==> config.mk <==
export PLATFORM = sky130hd
export DESIGN_NAME = dmem_router
export DESIGN_NICKNAME = d
export VERILOG_FILES = /design/src/rtl/dmem_router_pkg.sv /design/src/rtl/dmem_router_chan.sv /design/src/rtl/dmem_router.sv
export SDC_FILE = /design/constraint.sdc
export NUM_CORES = 1
export LEC_CHECK = 0
export CAP_MARGIN = 20
export CORE_AREA = 2 2 135 137
export CTS_CLUSTER_SIZE = 30
export DETAILED_ROUTE_END_ITERATION = 16
export DIE_AREA = 0 0 137 139
export PLACE_DENSITY = 0.58
export RECOVER_POWER = 25
export SETUP_SLACK_MARGIN = 0.05
export SYNTH_ARGS = -nofsm -noshare
export SYNTH_HDL_FRONTEND = slang
export SYNTH_SLANG_ARGS = --single-unit
export TNS_END_PERCENT = 5
==> constraint.sdc <==
create_clock -name clk -period 4.7 [get_ports clk]
set_input_delay 1.175 -clock clk [delete_from_list [all_inputs] [get_ports clk]]
set_output_delay 1.175 -clock clk [all_outputs]
set_load 0.01 [all_outputs]
==> src/rtl/dmem_router_pkg.sv <==
// dmem_router_pkg: shared encodings for the data-side router.
//   chan_st_e   - per-channel handshake FSM states
//   err_cause_e - err_cause output encodings
//   RAM_BASE / CLINT_BASE - default decode values for addr[31:28]
//   cnt_width() - timeout counter width, clamped to 8..16 bits
package dmem_router_pkg;

  typedef enum logic [1:0] {
    ST_IDLE = 2'd0,
    ST_WAIT = 2'd1,
    ST_TOUT = 2'd2
  } chan_st_e;

  typedef enum logic [1:0] {
    EC_NONE  = 2'd0,
    EC_WMISS = 2'd1,
    EC_RMISS = 2'd2,
    EC_TOUT  = 2'd3
  } err_cause_e;

  localparam logic [3:0] RAM_BASE   = 4'h0;
  localparam logic [3:0] CLINT_BASE = 4'hC;

  function automatic int cnt_width(input int timeout);
    int w;
    w = $clog2(timeout + 1);
    if (w < 8)  w = 8;
    if (w > 16) w = 16;
    return w;
  endfunction

endpackage

==> src/rtl/dmem_router_chan.sv <==
// dmem_router_chan: one direction (read or write) of the data router.
//   Decodes the request address field to a slave, routes the request,
//   returns the selected slave's valid, answers decode misses at once and
//   forces a completion after TIMEOUT unanswered request cycles.
// Ports:
//   clk, resetb   clock, async active-low reset
//   req, dec      master request and addr[DEC_HI:DEC_LO]
//   s_valid       per-slave accept
//   s_ready       per-slave request (lowest matching index only)
//   m_valid       completion to the master (combinational)
//   fail          this cycle completes with an error (miss or timeout)
//   tout          this cycle is a forced timeout completion
//   hit_idx       decoded slave index, NSLV on miss
module dmem_router_chan
  import dmem_router_pkg::*;
#(
  parameter int NSLV    = 2,
  parameter int DW      = 4,
  parameter logic [NSLV*DW-1:0] SLV_BASE = {CLINT_BASE, RAM_BASE},
  parameter int TIMEOUT = 255,
  localparam int SW     = $clog2(NSLV + 1)
) (
  input  logic            clk,
  input  logic            resetb,
  input  logic            req,
  input  logic [DW-1:0]   dec,
  input  logic [NSLV-1:0] s_valid,
  output logic [NSLV-1:0] s_ready,
  output logic            m_valid,
  output logic            fail,
  output logic            tout,
  output logic [SW-1:0]   hit_idx
);

  localparam int CW = cnt_width(TIMEOUT);

  chan_st_e        state;
  logic [CW-1:0]   cnt;
  logic [CW-1:0]   cnt_nxt;
  logic [NSLV-1:0] hit_oh;
  logic            miss;

  // Descending scan so the lowest matching index is the one left standing.
  always_comb begin
    hit_idx = SW'(NSLV);
    for (int i = NSLV - 1; i >= 0; i--)
      if (dec == SLV_BASE[i*DW +: DW]) hit_idx = SW'(i);
  end

  always_comb begin
    for (int i = 0; i < NSLV; i++) hit_oh[i] = (hit_idx == SW'(i));
  end

  assign miss    = (hit_idx == SW'(NSLV));
  assign tout    = (state == ST_TOUT);
  // No slave sees the request during the forced-completion cycle.
  assign s_ready = (req && !tout) ? hit_oh : '0;
  // On a miss hit_oh is zero, so only the router's own answer applies.
  assign m_valid = tout | (req & miss) | (|(s_valid & hit_oh));
  assign fail    = tout | (req & miss);
  assign cnt_nxt = cnt + 1'b1;

  // cnt counts request cycles already spent unanswered; when the current
  // one would make TIMEOUT, the next cycle is the forced completion.
  always_ff @(posedge clk or negedge resetb) begin
    if (!resetb) begin
      state <= ST_IDLE;
      cnt   <= '0;
    end else begin
      case (state)
        ST_IDLE, ST_WAIT: begin
          if (!req || m_valid) begin
            state <= ST_IDLE;
            cnt   <= '0;
          end else if (TIMEOUT != 0 && cnt_nxt == CW'(TIMEOUT)) begin
            state <= ST_TOUT;
            cnt   <= '0;
          end else begin
            state <= ST_WAIT;
            cnt   <= (TIMEOUT != 0) ? cnt_nxt : '0;
          end
        end
        default: begin
          state <= ST_IDLE;
          cnt   <= '0;
        end
      endcase
    end
  end

endmodule

==> src/rtl/dmem_router.sv <==
// dmem_router: data-side interconnect between the core's split read/write
// data port and NSLV address-decoded slave ports.
//   m_w* / m_r*   master write / read channels (request=*ready, accept=*valid)
//   s_w* / s_r*   slave channels; address/data broadcast, ready/valid per slave
//   m_rdata/m_rresp  read return, valid the cycle after acceptance, muxed
//                    from a select register updated only on read acceptance
//   err           one-cycle pulse the cycle after a miss or timeout
//   err_addr/err_cause  last error info when DMEM_ROUTER_ERR_CAPTURE_EN is
//                       defined, otherwise constant zero
module dmem_router
  import dmem_router_pkg::*;
#(
  parameter int NSLV    = 2,
  parameter int DEC_HI  = 31,
  parameter int DEC_LO  = 28,
  parameter logic [NSLV*(DEC_HI-DEC_LO+1)-1:0] SLV_BASE = {CLINT_BASE, RAM_BASE},
  parameter int TIMEOUT = 255,
  parameter logic [31:0] ERR_DATA = 32'hDEADBEEF
) (
  input  logic               clk,
  input  logic               resetb,
  input  logic               m_wready,
  output logic               m_wvalid,
  input  logic [31:0]        m_waddr,
  input  logic [31:0]        m_wdata,
  input  logic [3:0]         m_wstrb,
  input  logic               m_rready,
  output logic               m_rvalid,
  input  logic [31:0]        m_raddr,
  output logic               m_rresp,
  output logic [31:0]        m_rdata,
  output logic [NSLV-1:0]    s_wready,
  input  logic [NSLV-1:0]    s_wvalid,
  output logic [31:0]        s_waddr,
  output logic [31:0]        s_wdata,
  output logic [3:0]         s_wstrb,
  output logic [NSLV-1:0]    s_rready,
  input  logic [NSLV-1:0]    s_rvalid,
  output logic [31:0]        s_raddr,
  input  logic [NSLV-1:0]    s_rresp,
  input  logic [NSLV*32-1:0] s_rdata,
  output logic               err,
  output logic [31:0]        err_addr,
  output logic [1:0]         err_cause
);

  localparam int DW = DEC_HI - DEC_LO + 1;
  localparam int SW = $clog2(NSLV + 1);

  logic          w_fail, w_tout, r_fail, r_tout, r_acc;
  logic [SW-1:0] w_hit_unused, r_hit;
  logic [SW-1:0] rsel_q;
  logic          rerr_q;

  assign s_waddr = m_waddr;
  assign s_wdata = m_wdata;
  assign s_wstrb = m_wstrb;
  assign s_raddr = m_raddr;

  dmem_router_chan #(
    .NSLV(NSLV), .DW(DW), .SLV_BASE(SLV_BASE), .TIMEOUT(TIMEOUT)
  ) u_wchan (
    .clk     (clk),
    .resetb  (resetb),
    .req     (m_wready),
    .dec     (m_waddr[DEC_HI:DEC_LO]),
    .s_valid (s_wvalid),
    .s_ready (s_wready),
    .m_valid (m_wvalid),
    .fail    (w_fail),
    .tout    (w_tout),
    .hit_idx (w_hit_unused)
  );

  dmem_router_chan #(
    .NSLV(NSLV), .DW(DW), .SLV_BASE(SLV_BASE), .TIMEOUT(TIMEOUT)
  ) u_rchan (
    .clk     (clk),
    .resetb  (resetb),
    .req     (m_rready),
    .dec     (m_raddr[DEC_HI:DEC_LO]),
    .s_valid (s_rvalid),
    .s_ready (s_rready),
    .m_valid (m_rvalid),
    .fail    (r_fail),
    .tout    (r_tout),
    .hit_idx (r_hit)
  );

  assign r_acc = m_rready & m_rvalid;

  // Read-return select. rerr_q separates "last read completed with an error"
  // from "no read yet": both park rsel_q at NSLV, but only the former returns
  // ERR_DATA/rresp=0, so out of reset the return is 0/OK.
  always_ff @(posedge clk or negedge resetb) begin
    if (!resetb) begin
      rsel_q <= SW'(NSLV);
      rerr_q <= 1'b0;
    end else if (r_acc) begin
      rsel_q <= r_fail ? SW'(NSLV) : r_hit;
      rerr_q <= r_fail;
    end
  end

  always_comb begin
    m_rdata = rerr_q ? ERR_DATA : 32'h0;
    m_rresp = ~rerr_q;
    for (int i = 0; i < NSLV; i++) begin
      if (rsel_q == SW'(i)) begin
        m_rdata = s_rdata[i*32 +: 32];
        m_rresp = s_rresp[i];
      end
    end
  end

  always_ff @(posedge clk or negedge resetb) begin
    if (!resetb) err <= 1'b0;
    else         err <= w_fail | r_fail;
  end

`ifdef DMEM_ROUTER_ERR_CAPTURE_EN
  // Write error takes priority when both channels fail in the same cycle.
  always_ff @(posedge clk or negedge resetb) begin
    if (!resetb) begin
      err_addr  <= 32'h0;
      err_cause <= EC_NONE;
    end else if (w_fail) begin
      err_addr  <= m_waddr;
      err_cause <= w_tout ? EC_TOUT : EC_WMISS;
    end else if (r_fail) begin
      err_addr  <= m_raddr;
      err_cause <= r_tout ? EC_TOUT : EC_RMISS;
    end
  end
`else
  logic cap_unused;
  assign cap_unused = w_tout ^ r_tout;
  assign err_addr   = 32'h0;
  assign err_cause  = EC_NONE;
`endif

endmodule

## Word level (Yosys, flattened, before mapping)

Cells that the tools add are included.
Widths: inputs -> output; s select.

| cells by class | value |
|---|---|
| bitwise logic cells | 11 |
| multiplexer cells | 24 |
| reductions and logical operators | 19 |
| equality and inequality tests | 13 |
| add/subtract/negate cells | 2 |

Operator list:

| operator | count |
|---|---|
| $mux 32 | 3 |
| $mux 8 | 6 |
| $mux 2 | 13 |
| $add 8x1->8 const B | 2 |
| $eq 8x8->1 const B | 2 |
| $eq 2x1->1 const B | 5 |
| $logic_not 2->1 | 5 |
| $eq 2x2->1 const B | 4 |
| $eq 4x4->1 const B | 2 |
| $logic_not 4->1 | 2 |
| $reduce_or 2->1 | 4 |
| $or 1x1->1 | 5 |
| $and 2x2->2 | 2 |
| $logic_not 1->1 | 4 |
| $and 1x1->1 | 3 |
| $logic_and 1x1->1 | 2 |
| $logic_or 1x1->1 | 2 |
| $mux 1 | 2 |
| $not 1->1 | 1 |

| word-level totals | value |
|---|---|
| word-level logic and storage cells | 76 |
| register bits after elaboration | 24 |
| input port bits | 174 |

## Depth between registers and ports, before layout

Gate-level depths: netlist of the first run.

| logic depth | value |
|---|---|
| depth in word-level cells | 10 |
| gate-level depth with buffers | 6 |

## By module

Synthesis of the first run repeated with hierarchy kept, for this count alone.

| unflattened totals | value |
|---|---|
| cell total of the unflattened synthesis | 353 |
| area total of the unflattened synthesis | 3220.6 um2 |

Modules (own cells, without submodules):

| module | cells an instance | area each (um2) | instances | seq. area each (um2) |
|---|---|---|---|---|
| dmem_router | 223 | 1996.9 | 1 | 101.3 |
| dmem_router_chan | 65 | 611.8 | 2 | 250.2 |

## Least setup slack after synthesis of the first run

No wires, ideal clock.

| timing | value |
|---|---|
| kind | input-to-output |
| from | in m_raddr[31] |
| to | out m_rvalid |
| stages | 3 |
| buffers on the path | 0 |
| path slack | 1643 ps |
| arrival | 1882 ps |
| data required time | 3525 ps |
| cells stage by stage | xor2_1 > o31ai_1 > nand3_1 |

| on the way | value |
|---|---|
| longest elaborated chain between the ends | 7 |

Ends and longest elaborated chain:

| what | line | text |
|---|---|---|
| start: declaration | dmem_router.sv:29 | `input logic [31:0] m_raddr,` |
| $eq 4x4->1 | dmem_router_chan.sv:47 | `if (dec == SLV_BASE[i*DW +: DW]) hit_idx = SW'(i);` |
| $mux 2 | dmem_router_chan.sv:47 |  |
| $mux 2 * | dmem_router_chan.sv:47 |  |
| $eq 2x2->1, or another cell as far along | dmem_router_chan.sv:54 | `assign miss = (hit_idx == SW'(NSLV));` |
| $and 1x1->1 or $and 2x2->2 (tied branches) | dmem_router_chan.sv:59 | `assign m_valid = tout \| (req & miss) \| (\|(s_valid & hit_oh));` |
| $or 1x1->1 or $reduce_or 2->1 (tied branches) | dmem_router_chan.sv:59 |  |
| $or 1x1->1 * | dmem_router_chan.sv:59 |  |
| end: declaration | dmem_router.sv:28 | `output logic m_rvalid,` |

Every way passes the cells marked *; elsewhere a longest branch is shown, timed or not.

## Worst setup path after layout of the first run

| timing | value |
|---|---|
| from | in m_waddr[31] |
| to | out m_wvalid |

| on the way | value |
|---|---|
| longest elaborated chain between the ends | 7 |

Ends and longest elaborated chain:

| what | line | text |
|---|---|---|
| start: declaration | dmem_router.sv:24 | `input logic [31:0] m_waddr,` |
| $eq 4x4->1 | dmem_router_chan.sv:47 |  |
| $mux 2 | dmem_router_chan.sv:47 |  |
| $mux 2 * | dmem_router_chan.sv:47 |  |
| $eq 2x2->1, or another cell as far along | dmem_router_chan.sv:54 |  |
| $and 1x1->1 or $and 2x2->2 (tied branches) | dmem_router_chan.sv:59 |  |
| $or 1x1->1 or $reduce_or 2->1 (tied branches) | dmem_router_chan.sv:59 |  |
| $or 1x1->1 * | dmem_router_chan.sv:59 |  |
| end: declaration | dmem_router.sv:23 | `output logic m_wvalid,` |

Marked as above.

==> flow_summary.json, run 1 <==
{
  "status": "finished clean",
  "layout_common_cells": "clkdlybuf4s50_1, nor2_1, conb_1",
  "overflow": 0,
  "synth_top_area_frac": 0.331,
  "final_layout_size_suffix_gt1_frac": 0.0491,
  "cts_sinks": 24,
  "crit_path_start_kind": "input port",
  "antenna_found_initial": 0,
  "portBuffers": 129,
  "ys.flop_type": "dfrtp_1",
  "track_usage": 0.0913,
  "switching_share": 0.267,
  "cts_buffer_depth": 2,
  "cts_hold_buf": 0,
  "final.fill_count": 1958,
  "cts_htree_levels": 1,
  "hold_class": "register to register",
  "ys_seq_area_frac": 0.198,
  "p_int_uw": 530,
  "max-cap-violations": 0,
  "max_stage_delay_ps": 530,
  "finalNetCount": 586,
  "slew_headroom": 0.140,
  "cp_max_fo": 5,
  "cp_top_family": "buffers and inverters",
  "fin_crit_sh": 0.874,
  "wl_met2_mm": 4.34,
  "die_h_um": 139,
  "topRoutingLayerUsed": "met4",
  "syn_to_final_growth_pct": 26.1,
  "first_pass_iters": 4,
  "worst_slack_ps": 594,
  "end_kind": "output port",
  "yosysWarnings": 0,
  "finClkSkew_ps": 2.87,
  "dp_slack_ps": 572,
  "netlist_instances": 383,
  "dr_wl_met3_mm": 1.42,
  "start_util": 0.172,
  "cts-root-buf": "clkbuf_16",
  "path_cells": "clkdlybuf4s50_1, and2_1, o21ai_0, a21boi_0, o31ai_1, clkdlybuf4s50_1",
  "pin_count": 348,
  "cp-startpoint": "m_waddr[31]",
  "max_slew.worst_pin.slew_ps": 1290,
  "hold_violations": 0,
  "cts_tree": "built",
  "final_common_cell": "clkdlybuf4s50_1",
  "pwr-share-seq": 0.308,
  "postCtsSetupBuffers": 0,
  "dieArea_um2": 19000,
  "cts_resized": 0,
  "crit_top_cell": "clkdlybuf4s50_1",
  "synthTopCellsByArea": "buf_4, dfrtp_1, a211oi_1",
  "drc_errors": 0,
  "worst_ep_arrival_time_ps": 2930,
  "wl_per_cell_um": 15.0,
  "path_buf_inv": 2,
  "min_period_ps": 4110,
  "grt_max_degree": 45,
  "dieWidth_um": 137,
  "drtIter0Drc": 57,
  "power.leakage_nw": 1.42,
  "synth_area_per_cell_um2": 7.93,
  "vias": 2453,
  "path_clk_slew_ps": 70,
  "synthArstFlopShare": 1.00,
  "required_ps": 3520,
  "via_per_inst": 3.86,
  "p_comb_frac": 0.353,
  "final_max_slew_viol_count": 0,
  "routed_wl_mm": 9.52,
  "synth_edf_count": 0,
  "timing.rr.start": "u_rchan.cnt[0]",
  "peakVddDrop_v": 0.000145,
  "place_congestion": 0.731,
  "final.setup.tns_ps": 0,
  "power_density_nw_per_um2": 189,
  "hp-start": "u_rchan.cnt[6]",
  "grt_pass1_wl_mm": 13.6,
  "p_clk_frac": 0.340,
  "grt_pass1_vias": 2446,
  "crit_slowest_cell": "clkdlybuf4s50_1",
  "max_freq_mhz": 244,
  "dp_hpwl_mm": 7.87,
  "total_power_uw": 723,
  "switching_power_uw": 193,
  "rsz0062_at_grt": "false",
  "netlist_area_um2": 3040,
  "core_um2": 17700,
  "finish.utilization": 0.217,
  "ys_types": 48,
  "ys_ff_latch": 24,
  "holdWs_ps": 496,
  "ant_nets": 0,
  "clk_latency_ps": 260,
  "fp-row-count": 49,
  "cts_made_buffers": 3,
  "netlist.top_cell.by_area": "buf_4",
  "worst-setup-path-type": "input port to output port",
  "diodes": 0,
  "drt-met1-wl_mm": 3.67,
  "finalSetupViolCount": 0
}
-- state kept, by name, summed over array words and instances (netlist names) --
signal	cells
u_rchan.state	2
u_wchan.state	2
u_rchan.cnt	8
rsel_q	2
rerr_q	1
err	1
u_wchan.cnt	8
-- cells in the mapped netlist (2+ instances only) --
cell	n
buf_4	134
nor2_1	40
a211oi_1	30
nor2b_1	29
dfrtp_1	23
clkbuf_1	11
nor3_1	11
nand3_1	10
mux2i_1	9
inv_1	8
nand2_1	8
xnor2_1	5
and2_1	4
ha_1	4
nand4_1	4
o21ai_0	4
xor2_1	4
a21boi_0	3
a21oi_1	3
nor3b_1	3
or3_1	3
a22o_1	2
a22oi_1	2
buf_1	2
nand2b_1	2
o21ai_1	2
o31ai_1	2
-- layer usage --
layer,vias to the layer above,global-route usage
met5,-,0.0132
met4,0,0.0109
met3,8,0.0548
met2,191,0.153
met1,1076,0.101
li1,1178,-
-- path summary, 6_finish.rpt --
kind / to / slack, ps / cells after the start
setup reg to reg: u_rchan.state[1] / 2520 / 5
max in group asynchronous: rsel_q[0] / 2130 / 2
hold reg to reg: u_rchan.cnt[4] / 500 / 1
setup / recovery: m_wvalid / 590 / 6
hold / removal: u_rchan.cnt[4] / 500 / 1
min in group asynchronous: u_rchan.cnt[7] / 1720 / 2
-- worst register-to-register path, stage by stage, from the launching register on --
cell and delay [ps]:
dfrtp_1 470, ha_1 320, nor2b_1 160, or4b_4 490, a32oi_4 400, nor4b_4 250
-- cells by family (layout without fill, tap and decap cells) --
kind of cell             after synthesis  count (layout)  share of synthesized area
AO/OA/AOI/OAI                         57              57                      0.149
XOR/XNOR                               9               9                     0.0260
adder cells (fa/ha/maj)                4               4                     0.0165
buffers and inverters                156             147                      0.359
flip-flops                            24              24                      0.198
multiplexers                           9               9                     0.0297
other                                  1              34                    0.00124
AND/OR/NAND/NOR                      123             123                      0.221
-- area by class of cell --
| cell class | instances | area, um2 | share of cell area |
|---|---|---|---|
| Multi-Input combinational cell | 236 | 1470 | 0.384 |
| Timing Repair Buffer | 135 | 1330 | 0.348 |
| Sequential cell | 24 | 603 | 0.158 |
| Tap cell | 229 | 287 | 0.0749 |
| Clock buffer | 3 | 75.1 | 0.0196 |
| Clock inverter | 1 | 30.0 | 0.00785 |
| Inverter | 8 | 30.0 | 0.00785 |
-- power groups by stage --
| stage | clock, mW | combinational (mW) | sequential, mW |
|---|---|---|---|
| 2_1_floorplan | 0 | 0.205 | 0.216 |
| 3_3_place_gp | 0 | 0.257 | 0.227 |
| 3_5_place_dp | 0 | 0.258 | 0.227 |
| 4_1_cts | 0.248 | 0.259 | 0.223 |
| 5_1_grt | 0.261 | 0.278 | 0.224 |
| 6_report | 0.245 | 0.255 | 0.222 |
-- through the flow --
| step | instance area [um2] | std cells |
|---|---|---|
| CTS | 3830 | 636 |
| floorplan | 3160 | 416 |
| finish | 3830 | 636 |
| global route | 3830 | 636 |
| detailed placement | 3730 | 632 |
| global placement | 3730 | 632 |
No activity file was read; power rests on OpenSTA's default activity.
==> run 2, diff against run 1 <==
--- a/config.mk
+++ b/config.mk
@@ -6,14 +6,15 @@
 export NUM_CORES = 1
 export LEC_CHECK = 0
 export CAP_MARGIN = 20
-export CORE_AREA = 2 2 135 137
+export CORE_AREA = 2 2 136 138
 export CTS_CLUSTER_SIZE = 30
 export DETAILED_ROUTE_END_ITERATION = 16
-export DIE_AREA = 0 0 137 139
-export PLACE_DENSITY = 0.58
+export DIE_AREA = 0 0 138 140
+export PLACE_DENSITY = 0.59
 export RECOVER_POWER = 25
 export SETUP_SLACK_MARGIN = 0.05
 export SYNTH_ARGS = -nofsm -noshare
 export SYNTH_HDL_FRONTEND = slang
+export SYNTH_HIERARCHICAL = 1
 export SYNTH_SLANG_ARGS = --single-unit
 export TNS_END_PERCENT = 5
==> flow_summary.json, run 2 <==
{
  "wl_per_cell_um": 13.2,
  "end_kind": "output port",
  "final_layout_size_suffix_gt1_frac": 0.181,
  "r2r_cells": 5,
  "diodes": 0,
  "cts_hold_buf": 0,
  "power.leakage_nw": 1.52,
  "syn_to_final_growth_pct": 22.0,
  "min_period_ps": 4190,
  "worst_ep_arrival_time_ps": 3010,
  "hold_end": "u_wchan/cnt[0]",
  "grt_max_degree": 35,
  "track_usage": 0.0780,
  "path_clk_slew_ps": 60,
  "finClkSkew_ps": 1.93,
  "portBuffers": 129,
  "slew_headroom": 0.441,
  "hp-start": "u_wchan/cnt[0]",
  "peakVddDrop_v": 0.000113,
  "final_common_cell": "clkdlybuf4s50_1",
  "holdPathStages": 1,
  "grtUsageMet1": 0.0824,
  "dp_hpwl_mm": 6.61,
  "routed_wl_mm": 7.98,
  "multiInputGateArea_um2": 1620,
  "r2r_slack_ps": 2980,
  "reg_top3": "u_rchan/cnt (8), u_wchan/cnt (8)",
  "cp-startpoint": "m_raddr[30]",
  "max_freq_mhz": 239,
  "hold_violations": 0,
  "final_max_slew_viol_count": 0,
  "crit_path_start_kind": "input port",
  "total_power_uw": 762,
  "layout_common_cells": "clkdlybuf4s50_1, conb_1, nor2_1",
  "r2r_end": "u_rchan/cnt[4]",
  "final.fill_count": 1940,
  "grt_pass1_vias": 2198,
  "start_util": 0.181,
  "max_slew.worst_pin.slew_ps": 838,
  "dieArea_um2": 19300,
  "cts_htree_levels": 1,
  "netlist_instances": 352,
  "register_area_um2": 603,
  "vias": 2245,
  "required_ps": 3520,
  "cts_tree": "built",
  "dp_slack_ps": 501,
  "timing.rr.start": "u_rchan/cnt[0]",
  "postCtsSetupBuffers": 0,
  "worst_slack_ps": 514,
  "fin_crit_sh": 0.891,
  "drtIter0Drc": 94,
  "max-cap-violations": 0,
  "place_congestion": 0.707,
  "worst-setup-path-type": "input port to output port",
  "grt_pass1_wl_mm": 12.3,
  "grtUsageMet3": 0.0554,
  "cts_sinks": 24,
  "cts_buffer_depth": 2,
  "placed_cells": 601,
  "core_um2": 17800,
  "drc_errors": 0,
  "met2_usage": 0.125,
  "die_h_um": 140,
  "via_per_inst": 3.71,
  "power_density_nw_per_um2": 194,
  "netlist_area_um2": 3220,
  "yosysWarnings": 6,
  "cts_resized": 0,
  "dieWidth_um": 138,
  "cp_max_fo": 7,
  "first_pass_iters": 4,
  "clk_latency_ps": 250,
  "finalNetCount": 555,
  "cts_made_buffers": 3,
  "grt_busiest_layer": "met2",
  "fp-row-count": 49,
  "finalNonFillerCells": 605,
  "final.setup.tns_ps": 0,
  "finalSetupViolCount": 0,
  "overflow": 0,
  "hold_class": "register to register",
  "antenna_found_initial": 0,
  "cts-root-buf": "clkbuf_16",
  "rsz0062_at_grt": "false",
  "status": "finished clean",
  "pin_count": 348,
  "synth_area_per_cell_um2": 9.14,
  "ant_nets": 0
}
[run 2: stage by stage]
| step | util | cell area [um2] | hold WS [ps] |
|---|---|---|---|
| 2_1_floorplan | - | 3340 | 489 |
| 3_3_place_gp | 0.216 | 3840 | 515 |
| 3_5_place_dp | 0.216 | 3840 | 518 |
| 4_1_cts | 0.221 | 3930 | 527 |
| 5_1_grt | 0.221 | 3920 | 577 |
| 6_report | 0.221 | 3920 | 522 |
[run 2: per-layer routing]
layer | wire length [um] | share of wire
met5 | 0 | 0
met2 | 3690 | 0.46
met4 | 140 | 0.018
met1 | 2880 | 0.36
met3 | 1260 | 0.16
[run 2: how the worst max path moves through the flow]
stage,endpoint,cells past startpoint
after CTS,m_rvalid,6
after floorplan,m_rvalid,4
final,m_rvalid,6
after detailed placement,m_rvalid,6
after global placement,m_rvalid,6
after global routing,m_rvalid,6
[run 2: area by class of cell]
cell class,instances,share of cell area
Multi-Input combinational cell,211,0.413
Clock buffer,4,0.0226
Tap cell,229,0.0730
Timing Repair Buffer,131,0.332
Sequential cell,24,0.154
Inverter,6,0.00574
[run 2: report_power, final]
group | internal [mW] | switching, mW | total (mW) | leakage [nW]
logic | 0.217 | 0.115 | 0.332 | 1.15
clock network | 0.130 | 0.0690 | 0.199 | 0.0442
registers | 0.211 | 0.0204 | 0.231 | 0.324
total | 0.558 | 0.204 | 0.762 | 1.52
[run 2: worst max-delay path: stages]
cell,delay (ps)
clkdlybuf4s50_1,500
and2_1,220
o21ai_0,200
a21o_1,220
a21o_1,150
clkdlybuf4s50_1,550
